### config.mk
export PLATFORM = sky130hd
export DESIGN_NAME = pc_ras_unit
export DESIGN_NICKNAME = d
export VERILOG_FILES = /design/src/rtl/pc_ras_unit.sv
export SDC_FILE = /design/constraint.sdc
export NUM_CORES = 1
export LEC_CHECK = 0
export BUFFER_PORTS_ARGS = -buffer_cell sky130_fd_sc_hd__buf_2
export CORE_UTILIZATION = 40
export CTS_CLUSTER_DIAMETER = 200
export CTS_CLUSTER_SIZE = 8
export DETAILED_ROUTE_END_ITERATION = 8
export GPL_TIMING_DRIVEN = 0
export PLACE_DENSITY = 0.55
export SYNTH_ARGS = -nofsm -noshare
export SYNTH_HDL_FRONTEND = slang
export SYNTH_SLANG_ARGS = --single-unit
### constraint.sdc
create_clock -name clk -period 4.4 [get_ports clk]
set_clock_uncertainty 0.1 [all_clocks]
set_input_delay 0.88 -clock clk [delete_from_list [all_inputs] [get_ports clk]]
set_output_delay 0.88 -clock clk [all_outputs]
set_load 0.01 [all_outputs]
### src/rtl/pc_ras_unit.sv
// ============================================================================
// Module   : pc_ras_unit
// Purpose  : Program counter with next-PC select, stall hold and return-address stack
// Revision : 1.0 - initial release
// ============================================================================
`default_nettype none

module pc_ras_unit #(
  parameter int                N_BITS       = 32,
  parameter logic [N_BITS-1:0] RESET_VECTOR = 32'h0040_0000,
  parameter int                PC_INC       = 4,
  parameter int                RAS_DEPTH    = 4
) (
  input  logic              clk,
  input  logic              reset,
  input  logic              stall_i,
  input  logic [1:0]        sel_i,
  input  logic [N_BITS-1:0] target_i,
  input  logic              link_i,
  output logic [N_BITS-1:0] pc_value_o,
  output logic [N_BITS-1:0] pc_next_seq_o,
  output logic              ras_empty_o,
  output logic              ras_full_o,
  output logic              ras_overflow_o,
  output logic              ras_underflow_o
);

  localparam int         c_PTR_W   = (RAS_DEPTH > 1) ? $clog2(RAS_DEPTH) : 1;
  localparam int         c_CNT_W   = $clog2(RAS_DEPTH + 1);
  localparam logic [1:0] c_SEL_SEQ = 2'b00;
  localparam logic [1:0] c_SEL_BR  = 2'b01;
  localparam logic [1:0] c_SEL_JMP = 2'b10;
  localparam logic [1:0] c_SEL_RET = 2'b11;

  logic [N_BITS-1:0]  r_pc;
  logic [N_BITS-1:0]  r_ras [RAS_DEPTH];
  logic [c_PTR_W-1:0] r_ptr;
  logic [c_CNT_W-1:0] r_count;
  logic               r_ovf;
  logic               r_unf;

  logic [N_BITS-1:0]  w_seq;
  logic [c_PTR_W-1:0] w_ptr_inc;
  logic [c_PTR_W-1:0] w_ptr_dec;
  logic               w_empty;
  logic               w_full;

  always_comb begin
    w_seq     = r_pc + N_BITS'(PC_INC);
    w_ptr_inc = (r_ptr == c_PTR_W'(RAS_DEPTH - 1)) ? '0 : r_ptr + c_PTR_W'(1);
    w_ptr_dec = (r_ptr == '0) ? c_PTR_W'(RAS_DEPTH - 1) : r_ptr - c_PTR_W'(1);
    w_empty   = (r_count == '0);
    w_full    = (r_count == c_CNT_W'(RAS_DEPTH));
  end

  always_ff @(posedge clk) begin
    if (!reset) begin
      r_pc    <= RESET_VECTOR;
      r_ptr   <= '0;
      r_count <= '0;
      r_ovf   <= 1'b0;
      r_unf   <= 1'b0;
    end else if (!stall_i) begin
      case (sel_i)
        c_SEL_SEQ: r_pc <= w_seq;
        c_SEL_BR, c_SEL_JMP: begin
          r_pc <= target_i;
          if (link_i) begin
            // When full, ptr+1 is the oldest slot, so the push overwrites it.
            r_ras[w_ptr_inc] <= w_seq;
            r_ptr            <= w_ptr_inc;
            if (w_full) r_ovf   <= 1'b1;
            else        r_count <= r_count + c_CNT_W'(1);
          end
        end
        c_SEL_RET: begin
          if (!w_empty) begin
            r_pc <= r_ras[r_ptr];
            if (link_i) begin
              r_ras[r_ptr] <= w_seq;
            end else begin
              r_ptr   <= w_ptr_dec;
              r_count <= r_count - c_CNT_W'(1);
            end
          end else begin
            r_pc  <= target_i;
            r_unf <= 1'b1;
            if (link_i) begin
              r_ras[w_ptr_inc] <= w_seq;
              r_ptr            <= w_ptr_inc;
              r_count          <= c_CNT_W'(1);
            end
          end
        end
        default: r_pc <= w_seq;
      endcase
    end
  end

  assign pc_value_o      = r_pc;
  assign pc_next_seq_o   = w_seq;
  assign ras_empty_o     = w_empty;
  assign ras_full_o      = w_full;
  assign ras_overflow_o  = r_ovf;
  assign ras_underflow_o = r_unf;

endmodule

`default_nettype wire
==> out/metrics.cfg <==
[run_status]
outcome=completed

[yosys]
synth_top_area_cell=edfxtp_1
seq_area_frac_synth=0.6168
post_synth_instance_area_um2=7562
ys_warn_count=0
synth_area_leaders=edfxtp_1 (51%), dfxtp_1 (11%), mux4_2 (9.5%)
synth_top_family_by_area=compound AO/OA/AOI/OAI gates
synth_seq_cells=169
synth_commonest_cells=edfxtp_1 (128), dfxtp_1 (41), nand2_1 (38)
synth-compound-area-share=0.1110
synthesis.nets=586
synthCells=540
synthDistinctLibCells=57
synthMuxAreaShare=0.1064
synth_top_cell_area_share=0.5083
synthFlopType=edfxtp_1
ys_async_sr_fraction=0
synthMostInstantiatedCell=edfxtp_1
synth_simple_gate_area_frac=0.09249
synth_fa_ha_area_frac=0.01324
syn_avg_cell_area_um2=14.00
synth_edf_count=128
synthXorXnorAreaFrac=0.03127

[route]
drtIter0Drc=353
routed_wl_um=21010
drt-pass1-iter-count=6
ant_nets=0
dr_total_vias=5275
drc=0
vias_per_cell=5.803
wl_per_cell_um=23.12

[cts]
cts_root_buf=clkbuf_16
clockBufferDepth=2
clkTransAtPathRegs_ns=0.06
cts_tree=yes
ctsResizeCount=0
h-tree-depth=4
cts_buffers=17
cts_setup_buffers=0
clk_latency_ns=0.43
cts.sink_count=169
cts-hold-fix-buffers=0

[placement]
dp_hpwl_um=14650
placed_area_um2=8494
place.gp.congestion=0.8163
dp.cells=877
io_buffers=104

[die]
die_h_um=139.5
dieArea_um2=19460
rows=49
die-width_um=139.5
ioPinCount=106
initial_utilization=0.4139
core_area_um2=18270

[worst_hold_path]
min_from=ras_underflow_o$_SDFFE_PN0P_
hold_path_depth=2
worst_hold_path.endpoint=ras_underflow_o$_SDFFE_PN0P_
worstHoldPathType=flop to flop

[critical_path]
cp_slowest_cell=nor4_4
critical-path-top-delay-family=simple AND/OR/NAND/NOR gates
ff2ff_path_depth=9
critPathLaunch=pc_value_o[2]$_SDFFE_PN0N_
crit_path_start_kind=flop
crit_buf_inv=1
cp_max_fo=8
cp_cell_sequence=ha_1, nand3_4, nor4_4, nand3_1, xnor2_1, buf_2
r2r-start=r_count[1]$_SDFFE_PN0P_
r2r_end=r_ras[1][12]$_DFFE_PP_
crit_type=flop to output port
required_ns=3.42
arrival_ns=3.15
max_stage_delay_ns=0.64
crit_path_end_kind=output port
regToRegSetupSlack_ns=1.09

[timing]
hold_ws_ns=0.3740
fin_crit_ns=4.129
rsz0062_at_grt=false
fin_crit_sh=0.9384
hold_viol=0
relSlewSlack=0.4432
finalSetupViolations=0
finalMaxSlewViolations=0
fmax_mhz=242.2
tightestPinTransition_ns=0.8321

[cells_and_area]
antenna_cells=0
nets=713
area_growth_pct=20.38
drive_above_1_share=0.2912
final_cell_count_no_fill=909
nFillCells=1616
final_area_um2=9104

[power_and_ir_drop]
ir_worst_vdd_mv=0.2877
power_uw=3767
power_leakage_uw=0.003300
p_per_area_nw_per_um2=413.8

[run]
cap_violations=0

[global_routing]
grt_start_max_net_pins=21
antenna_found_initial=1
grt_pass1_wl_um=32050
first_global_vias=5360
grt_usage=0.2254
grt_overflow=0

-- metrics by stage --
step / utilization / setup WS [ns] / setup TNS (ns)
after floorplan: - / 0.6072 / 0
after global placement: 0.4581 / -1.341 / -156.79
after detailed placement: 0.4649 / 0.7172 / 0
after CTS: 0.4983 / 0.2801 / 0
after global routing: 0.4983 / 0.1070 / 0
final: 0.4983 / 0.2709 / 0
-- cells in the final DEF (no fill, tap or decap), drive strengths merged, types with 4 or more instances in the layout --
master,count
nor3,10
xnor2,18
nand4,6
a221o,6
a31oi,5
a222oi,4
edfxtp,128
o21ai,16
xor2,9
a211o,7
and2,4
and3,6
o311a,5
a211oi,4
nor2,35
ha,8
nand3,13
clkinvlp,4
a21oi,23
inv,19
nand2,39
dfxtp,41
mux2i,5
mux4,32
a221oi,21
buf,117
clkbuf,48
nor4,7
-- per-layer routing --
layer / track usage / vias to the layer above / wire length [um]
met5: 0 / - / 11
met4: 0.07135 / 2 / 323
met3: 0.05540 / 23 / 1258
met2: 0.3637 / 183 / 10150
met1: 0.2996 / 2676 / 9269
li1: - / 2391 / -
-- power breakdown --
group | switching (uW) | leakage, uW | internal (uW)
clock network | 622 | 0.000286 | 916
registers | 52.5 | 0.00151 | 1770
logic | 245 | 0.00151 | 163
-- logic make-up after synthesis --
group | count (synthesis)
flops | 169
simple gates | 132
compound gates | 113
buf+inv | 51
mux | 40
xor+xnor | 27
fa+ha+maj | 8
-- area by class of cell --
class                   instances  area, um2  area share
inverters                      18      67.56    0.007422
clock inverters                 8      107.6     0.01182
well taps                     229      286.5     0.03147
plain buffers                  33      150.1     0.01649
flip-flops and latches        169       4664      0.5124
multi-input cells             320       2710      0.2977
repair buffers                108      615.6     0.06762
clock buffers                  24      501.7     0.05511
-- flip-flops by register name, indices dropped and copies added, names as in the netlist, named ones only --
name,cells
r_ras,128
pc_value_o,32
r_count,3
r_ptr,2
ras_overflow_o,1
ras_underflow_o,1
-- how the worst max path moves through the flow --
stage,to,slack (ns),cells after the start
floorplan,r_ras[0][0]$_DFFE_PP_,0.61,6
global placement,r_ras[2][13]$_DFFE_PP_,-1.34,7
detailed placement,r_ras[1][12]$_DFFE_PP_,0.72,8
CTS,pc_next_seq_o[30],0.28,6
global route,pc_next_seq_o[26],0.11,6
finish,pc_next_seq_o[30],0.27,6
-- worst reg2reg max path, delay by kind of cell (launching register included) --
family	cells	cell delay, ns
multiplexers	1	0.26
flip-flops	1	0.36
AND/OR/NAND/NOR	4	1.21
buffers and inverters	3	0.85
adder cells (fa/ha/maj)	1	0.24
Note: power is estimated with default switching activity, not from simulation.
